<file path="src/rtl/ledarray_frame_ctrl.sv">
// LED-array frame sequencer: streams a command/address/data/control byte frame to a byte writer.
// Optional auto-refresh timer is enabled by defining LEDARRAY_AUTO_REFRESH_EN.
//
// state    | meaning
// IDLE     | no frame in progress, waiting for a request or refresh tick
// CMD_MODE | send 0x40 (start+stop)
// ADDR     | send 0xC0 (start), column counter cleared on entry
// DATA     | send frame-buffer columns 0..NUM_COLS-1, stop on the last
// CTRL     | send display control byte (start+stop)
// DONE     | pulse frame_done, restart if a request is pending
module ledarray_frame_ctrl #(
    parameter int CLK_HZ     = 12_000_000,
    parameter int REFRESH_HZ = 50,
    parameter int NUM_COLS   = 16
) (
    input  logic       clk,
    input  logic       rst_n,
    input  logic       fb_we,
    input  logic [3:0] fb_addr,
    input  logic [7:0] fb_data,
    input  logic [2:0] brightness,
    input  logic       display_on,
    input  logic       refresh_req,
    output logic       wr_valid,
    output logic [7:0] wr_value,
    output logic       wr_start,
    output logic       wr_stop,
    input  logic       wr_busy,
    output logic       frame_busy,
    output logic       frame_done
);

    typedef enum logic [2:0] {
        S_IDLE,
        S_CMD_MODE,
        S_ADDR,
        S_DATA,
        S_CTRL,
        S_DONE
    } state_t;

    typedef enum logic [1:0] {
        B_ISSUE,
        B_WAIT_HI,
        B_WAIT_LO
    } phase_t;

    localparam logic [4:0] LP_NCOLS = 5'(NUM_COLS);
    localparam logic [3:0] LP_LAST  = 4'(NUM_COLS - 1);

    state_t     r_state;
    state_t     w_state_nxt;
    phase_t     r_phase;
    phase_t     w_phase_nxt;

    logic [7:0] r_fb [NUM_COLS];
    logic [3:0] r_col;
    logic       r_pending;
    logic [2:0] r_bri;
    logic       r_on;

    logic       r_wr_valid;
    logic [7:0] r_wr_value;
    logic       r_wr_start;
    logic       r_wr_stop;

    logic       w_tick;
    logic       w_req;
    logic       w_byte_state;
    logic       w_issue;
    logic       w_byte_done;
    logic       w_last_col;
    logic       w_start_frame;
    logic [7:0] w_byte;
    logic       w_byte_start;
    logic       w_byte_stop;

`ifdef LEDARRAY_AUTO_REFRESH_EN
    localparam int LP_DIV = (CLK_HZ / REFRESH_HZ > 1) ? CLK_HZ / REFRESH_HZ : 2;
    localparam int LP_CW  = $clog2(LP_DIV);

    logic [LP_CW-1:0] r_tick_cnt;

    // Down-counter reloads on terminal count, so a tick fires once every LP_DIV cycles.
    always_ff @(posedge clk or negedge rst_n) begin
        if (!rst_n) begin
            r_tick_cnt <= LP_CW'(LP_DIV - 1);
        end else if (r_tick_cnt == '0) begin
            r_tick_cnt <= LP_CW'(LP_DIV - 1);
        end else begin
            r_tick_cnt <= r_tick_cnt - 1'b1;
        end
    end

    assign w_tick = (r_tick_cnt == '0);
`else
    assign w_tick = 1'b0;
`endif

    assign w_req        = refresh_req | w_tick;
    assign w_byte_state = (r_state == S_CMD_MODE) || (r_state == S_ADDR) ||
                          (r_state == S_DATA) || (r_state == S_CTRL);
    assign w_issue      = w_byte_state && (r_phase == B_ISSUE) && !wr_busy;
    assign w_byte_done  = w_byte_state && (r_phase == B_WAIT_LO) && !wr_busy;
    assign w_last_col   = (r_col == LP_LAST);

    always_comb begin
        w_state_nxt  = r_state;
        w_phase_nxt  = r_phase;
        w_byte       = 8'h00;
        w_byte_start = 1'b0;
        w_byte_stop  = 1'b0;

        if (w_byte_state) begin
            unique case (r_phase)
                B_ISSUE:   if (!wr_busy) w_phase_nxt = B_WAIT_HI;
                B_WAIT_HI: if (wr_busy)  w_phase_nxt = B_WAIT_LO;
                B_WAIT_LO: if (!wr_busy) w_phase_nxt = B_ISSUE;
                default:   w_phase_nxt = B_ISSUE;
            endcase
        end else begin
            w_phase_nxt = B_ISSUE;
        end

        unique case (r_state)
            S_IDLE: begin
                if (w_req) w_state_nxt = S_CMD_MODE;
            end
            S_CMD_MODE: begin
                w_byte       = 8'h40;
                w_byte_start = 1'b1;
                w_byte_stop  = 1'b1;
                if (w_byte_done) w_state_nxt = S_ADDR;
            end
            S_ADDR: begin
                w_byte       = 8'hC0;
                w_byte_start = 1'b1;
                if (w_byte_done) w_state_nxt = S_DATA;
            end
            S_DATA: begin
                w_byte      = r_fb[r_col];
                w_byte_stop = w_last_col;
                if (w_byte_done && w_last_col) w_state_nxt = S_CTRL;
            end
            S_CTRL: begin
                w_byte       = r_on ? {5'b10001, r_bri} : 8'h80;
                w_byte_start = 1'b1;
                w_byte_stop  = 1'b1;
                if (w_byte_done) w_state_nxt = S_DONE;
            end
            S_DONE: begin
                w_state_nxt = (r_pending || w_req) ? S_CMD_MODE : S_IDLE;
            end
            default: w_state_nxt = S_IDLE;
        endcase
    end

    assign w_start_frame = (w_state_nxt == S_CMD_MODE) &&
                           ((r_state == S_IDLE) || (r_state == S_DONE));

    always_ff @(posedge clk or negedge rst_n) begin
        if (!rst_n) begin
            r_state <= S_IDLE;
            r_phase <= B_ISSUE;
        end else begin
            r_state <= w_state_nxt;
            r_phase <= w_phase_nxt;
        end
    end

    // Requests arriving mid-frame collapse into one pending restart.
    always_ff @(posedge clk or negedge rst_n) begin
        if (!rst_n) begin
            r_pending <= 1'b0;
            r_bri     <= 3'd0;
            r_on      <= 1'b0;
            r_col     <= 4'd0;
        end else begin
            if (w_start_frame) begin
                r_pending <= 1'b0;
                r_bri     <= brightness;
                r_on      <= display_on;
            end else if (w_req && (r_state != S_IDLE)) begin
                r_pending <= 1'b1;
            end

            if ((w_state_nxt == S_ADDR) && (r_state != S_ADDR)) begin
                r_col <= 4'd0;
            end else if ((r_state == S_DATA) && w_byte_done) begin
                r_col <= r_col + 4'd1;
            end
        end
    end

    // Byte fields are captured at issue and held until the next issue; a same-edge
    // host write is not visible to this capture, so the old column value goes out.
    always_ff @(posedge clk or negedge rst_n) begin
        if (!rst_n) begin
            r_wr_valid <= 1'b0;
            r_wr_value <= 8'h00;
            r_wr_start <= 1'b0;
            r_wr_stop  <= 1'b0;
        end else begin
            r_wr_valid <= w_issue;
            if (w_issue) begin
                r_wr_value <= w_byte;
                r_wr_start <= w_byte_start;
                r_wr_stop  <= w_byte_stop;
            end
        end
    end

    always_ff @(posedge clk or negedge rst_n) begin
        if (!rst_n) begin
            for (int i = 0; i < NUM_COLS; i++) begin
                r_fb[i] <= 8'h00;
            end
        end else if (fb_we && ({1'b0, fb_addr} < LP_NCOLS)) begin
            r_fb[fb_addr] <= fb_data;
        end
    end

    assign wr_valid   = r_wr_valid;
    assign wr_value   = r_wr_value;
    assign wr_start   = r_wr_start;
    assign wr_stop    = r_wr_stop;
    assign frame_busy = (r_state != S_IDLE);
    assign frame_done = (r_state == S_DONE);

endmodule

</file>
<file path="config.mk">
export PLATFORM = sky130hd
export DESIGN_NAME = ledarray_frame_ctrl
export DESIGN_NICKNAME = d
export VERILOG_FILES = /design/src/rtl/ledarray_frame_ctrl.sv
export SDC_FILE = /design/constraint.sdc
export NUM_CORES = 1
export LEC_CHECK = 0
export BUFFER_PORTS_ARGS = -buffer_cell sky130_fd_sc_hd__buf_2
export CORE_UTILIZATION = 34
export DETAILED_ROUTE_END_ITERATION = 16
export GPL_ROUTABILITY_DRIVEN = 0
export PLACE_DENSITY = 0.5
export RECOVER_POWER = 25
export SLEW_MARGIN = 20
export SYNTH_ARGS = -nofsm -noshare
export SYNTH_HDL_FRONTEND = slang
export SYNTH_SLANG_ARGS = --single-unit
export TNS_END_PERCENT = 1
</file>
<file path="constraint.sdc">
create_clock -name clk -period 2.5 [get_ports clk]
set_clock_uncertainty 0.1 [all_clocks]
set_input_delay 0.5 -clock clk [delete_from_list [all_inputs] [get_ports clk]]
set_output_delay 0.5 -clock clk [all_outputs]
set_load 0.05 [all_outputs]
</file>
== Word level (Yosys, flattened, before mapping) ==
Cells that the tools add are included.
Word-level totals
  bits of input ports: 21
  output and inout port bits: 13
  bits in registers: 153
  word-level logic and storage cells: 96
Cells by class
  add/sub/neg operators: 1
  reduce and logical (&&, ||, !) cells: 24
  $lt $le $gt $ge: 3
  equality and inequality tests: 14
  bitwise gates (word level): 2
  muxes and demuxes: 26
Operators with widths (count)
  $bwmux 128: 1
  $bmux 8 s4: 1
  $demux 8 s4: 1
  $pmux 8 s4: 1
  $mux 8: 3
  $pmux 3 s6: 1
  $mux 3: 5
  $mux 4: 3
  $ge 5x5->1 const B: 2
  $logic_and 1x1->1: 10
  $not 4->5: 2
  $eq 3x2->1 const B: 3
  $ne 3x3->1 const B: 3
  $mux 2: 4
  $eq 3x1->1 const B: 2
  $eq 3x3->1 const B: 2
  $pmux 2 s3: 1
  $logic_or 1x1->1: 5
  $lt 5x1->1 const B: 1
  $add 4x1->4 const B: 1
  $eq 4x4->1 const B: 1
  $mux 1: 4
  $reduce_bool 2->1: 2
  $logic_not 3->1: 1
  10 further kinds: 10

== Depth between registers and ports, before layout ==
  depth after elaboration: 12
  gate-level depth with buffers: 7
  depth with buffers taken out: 5

== Worst setup path before layout ==
OpenSTA, ideal clock, no wires.
  path kind: reg2reg
  start: register r_state[1]
  end: register r_wr_value[4], in the netlist wr_value[4]
  library setup time: 130 ps
  path buffers: 3
  arrival time: 1844 ps
  stages on the path, launching flop included: 8
  setup slack: 426 ps
  clock period less this slack: 2074 ps
  cells stage by stage: dfrtp_1 buf_2 or3_1 clkbuf_1 nand3_2 buf_2 a22oi_1 o21ai_0
On the way
  cells in the longest elaborated chain, start to end: 6
RTL lines
  start: declaration: line 51  | state_t r_state;
  start signal: assignment: line 166  | r_state <= w_state_nxt;
  $eq 3x1->1 / $eq 3x2->1 (equally long branches): line 101, 125
  $logic_or 1x1->1 (2 in a row): line 101  | assign w_byte_state = (r_state == S_CMD_MODE) || (r_state == S_ADDR) ||
  $logic_or 1x1->1: line 102  | (r_state == S_DATA) || (r_state == S_CTRL);
  $logic_and 1x1->1 (2 in a row): line 103  | assign w_issue = w_byte_state && (r_phase == B_ISSUE) && !wr_busy;
  end signal: assignment: line 206  | r_wr_value <= w_byte;
  end: declaration: line 63  | logic [7:0] r_wr_value;
Parallel ways exist; a longest one is shown, timed or not.
A chain may end at the register's enable or synchronous reset.

== Worst setup path after layout ==
  start: register r_state[2]
  end: output port frame_busy
On the way
  cells in the longest elaborated chain, start to end: 1
RTL lines
  $reduce_bool 3->1: line 227  | assign frame_busy = (r_state != S_IDLE);
  end: declaration: line 29  | output logic frame_busy,
No other way between the ends.

==> metrics.yaml <==
hold_path_class: "input port to flip-flop"
synthAdderAreaFrac: 0.00177
synth_xor_area_frac: 0.00371
post_drt_via_cell_ratio: 5.16
async_reset_ff_frac: 1.00
fp.dieW_um: 146
finalHoldViolCount: 0
finalWorstSetupSlack_ns: 0.211
rsz0062_at_grt: "false"
cts_tree: "done"
dr.pass1.iters: 4
grt_pass1_wl_mm: 26.4
syn-num-nets: 502
setup_viol: 0
grt_max_degree: 49
fin_crit_sh: 0.915
ios: 34
slew_headroom: 0.153
io_buffers: 33
powerDensity_nw_per_um2: 1050
htreeDepth: 4
startpoint_type: "flip-flop"
grt_pass1_vias: 4382
outcome: "complete, no violations"
final_common_cell: "dfrtp_1"
synth-simple-area-share: 0.0605
place_hpwl_mm: 11.4
synth_ff_type: "dfrtp_1"
clk_latency_ns: 0.42
wl_per_cell_um: 20.2
fin_util: 0.406
drtIter0Drc: 199
antenna_found_initial: 0
stdcell_area_um2: 8250
yosysWarnings: 0
syn_to_final_growth_pct: 16.6
synth_compound_area_frac: 0.0316
netlist_area_um2: 7080
crit_arrival_ns: 1.69
path_clk_slew_ns: 0.07
antenna_left: 0
drt_wl_total_mm: 16.3
die_area_um2: 21400
cts_max_path_buffers: 2
tns_ns: 0
clock_sinks: 153
drive_above_1_share: 0.454
cts_root_buffer: "clkbuf_16"
yosysSeqAreaShare: 0.541
synthMuxAreaShare: 0.336
worst_pin_slew_ns: 1.27
path_class: "flip-flop to output pin"
power.total_uw: 8640
critPathMaxFanout: 11
antennaDiodeCount: 0
synthDistinctLibCells: 40
final_cell_mix: "dfrtp_1 (152), mux2_2 (133), buf_2 (31)"
die_height_um: 146
leakagePower_uw: 0.00359
grt-ovfl-total: 0
drc: 0
fillers: 1908
placed_cell_area_um2: 7650
ir_drop_mv: 0.450
grt_use_total: 0.165
syn_inst: 480
synth_top_family_by_area: "multiplexers"
nets: 549
cts_buffers: 17
clock.fmax_mhz: 437
via_count: 4179
min_period_ns: 2.29
core_area_um2: 20300
end_kind: "output pin"
num_rows: 52
start_util: 0.349
avgSynthCellArea_um2: 14.7
post-place-ws_ns: 0.108
ys_ff_latch: 153
slew_violations: 0
synth_edf_count: 0
max-cap-violations: 0
worstPathRequired_ns: 1.90
==> kinds of logic after synthesis <==
group / Yosys count
multiplexers: 176
flip-flops: 153
AND/OR/NAND/NOR: 80
buffers and inverters: 35
AO/OA/AOI/OAI: 32
XOR/XNOR: 3
adder cells (fa/ha/maj): 1
==> report_power, final <==
part | internal, µW | total [µW] | leakage, µW | switching (µW)
clock | 1520 | 2610 | 0.000286 | 1090
sequential | 3110 | 3590 | 0.00187 | 475
combinational | 1290 | 2440 | 0.00144 | 1150
total | 5920 | 8640 | 0.00359 | 2720
==> timing repair <==
item                                   in CTS  in global routing
resized for setup                           0                  1
buffers inserted                            0                  0
setup endpoints to repair                   0                  1
endpoints found under the hold margin      44                  0
hold buffers                                1                  0
==> worst paths after layout <==
kind,startpoint,end,slack (ns),depth (start not counted)
max,r_state[2],frame_busy,0.21,2
min,wr_busy,r_phase[0],0.18,2
max reg2reg,r_col[0],wr_value[7],0.30,4
min reg2reg,wr_stop,wr_stop,0.38,2
max in group asynchronous,rst_n,wr_value[5],0.59,3
min in group asynchronous,rst_n,r_phase[1],0.77,2
==> through the flow <==
step	cells	hold slack, ns
floorplan	480	0.104
global placement	777	0.360
detailed placement	777	0.364
CTS	810	0.166
global route	810	0.179
finish	810	0.183
==> critical path, cell delays in order, from the launching register on <==
cell and delay, ns:
dfrtp_1 0.50, or3_1 0.51, buf_2 0.25
==> synthesized netlist by cell type (3+ instances only) <==
master     instances  area, µm²
a21oi_1            4       20.0
a22oi_1            6       45.0
and3_1             3       18.8
buf_2              9       45.0
buf_6              3       33.8
clkbuf_1          19       71.3
dfrtp_1          153       3830
inv_1              3       11.3
mux2_2           133       1500
mux2i_1           11        110
mux4_1            13        342
mux4_2            19        428
nand2_1           16       60.1
nand2b_1           6       37.5
nand3_1            8       40.0
nand3b_1           4       30.0
nor2_1            16       60.1
nor2b_1            3       18.8
nor3_1             6       30.0
nor3b_1            3       22.5
o2111ai_1          3       26.3
o21ai_0            9       45.0
or3_1              8       50.1
==> layout make-up <==
type / count / area [µm²] / area share
clock buffer: 18 / 439 / 0.0532
clock inverter: 14 / 160 / 0.0194
inverter: 3 / 11.3 / 0.00136
multi-input combinational: 292 / 3070 / 0.372
sequential: 153 / 3830 / 0.464
tap: 270 / 338 / 0.0409
timing repair buffer: 60 / 403 / 0.0488
==> routing by layer <==
metal	global-route usage	vias up	share of wire
met5	0	-	0
met4	0.0563	0	0.013
met3	0.0316	13	0.032
met2	0.253	66	0.47
met1	0.234	2214	0.48
li1	-	1886	-
==> registers in the layout, indices dropped and copies added, names as in the netlist <==
signal,flops
r_col,4
wr_value,8
r_pending,1
wr_stop,1
r_state,3
r_fb,128
r_on,1
r_bri,3
wr_start,1
wr_valid,1
r_phase,2
No activity file was read; power rests on OpenSTA's default activity.
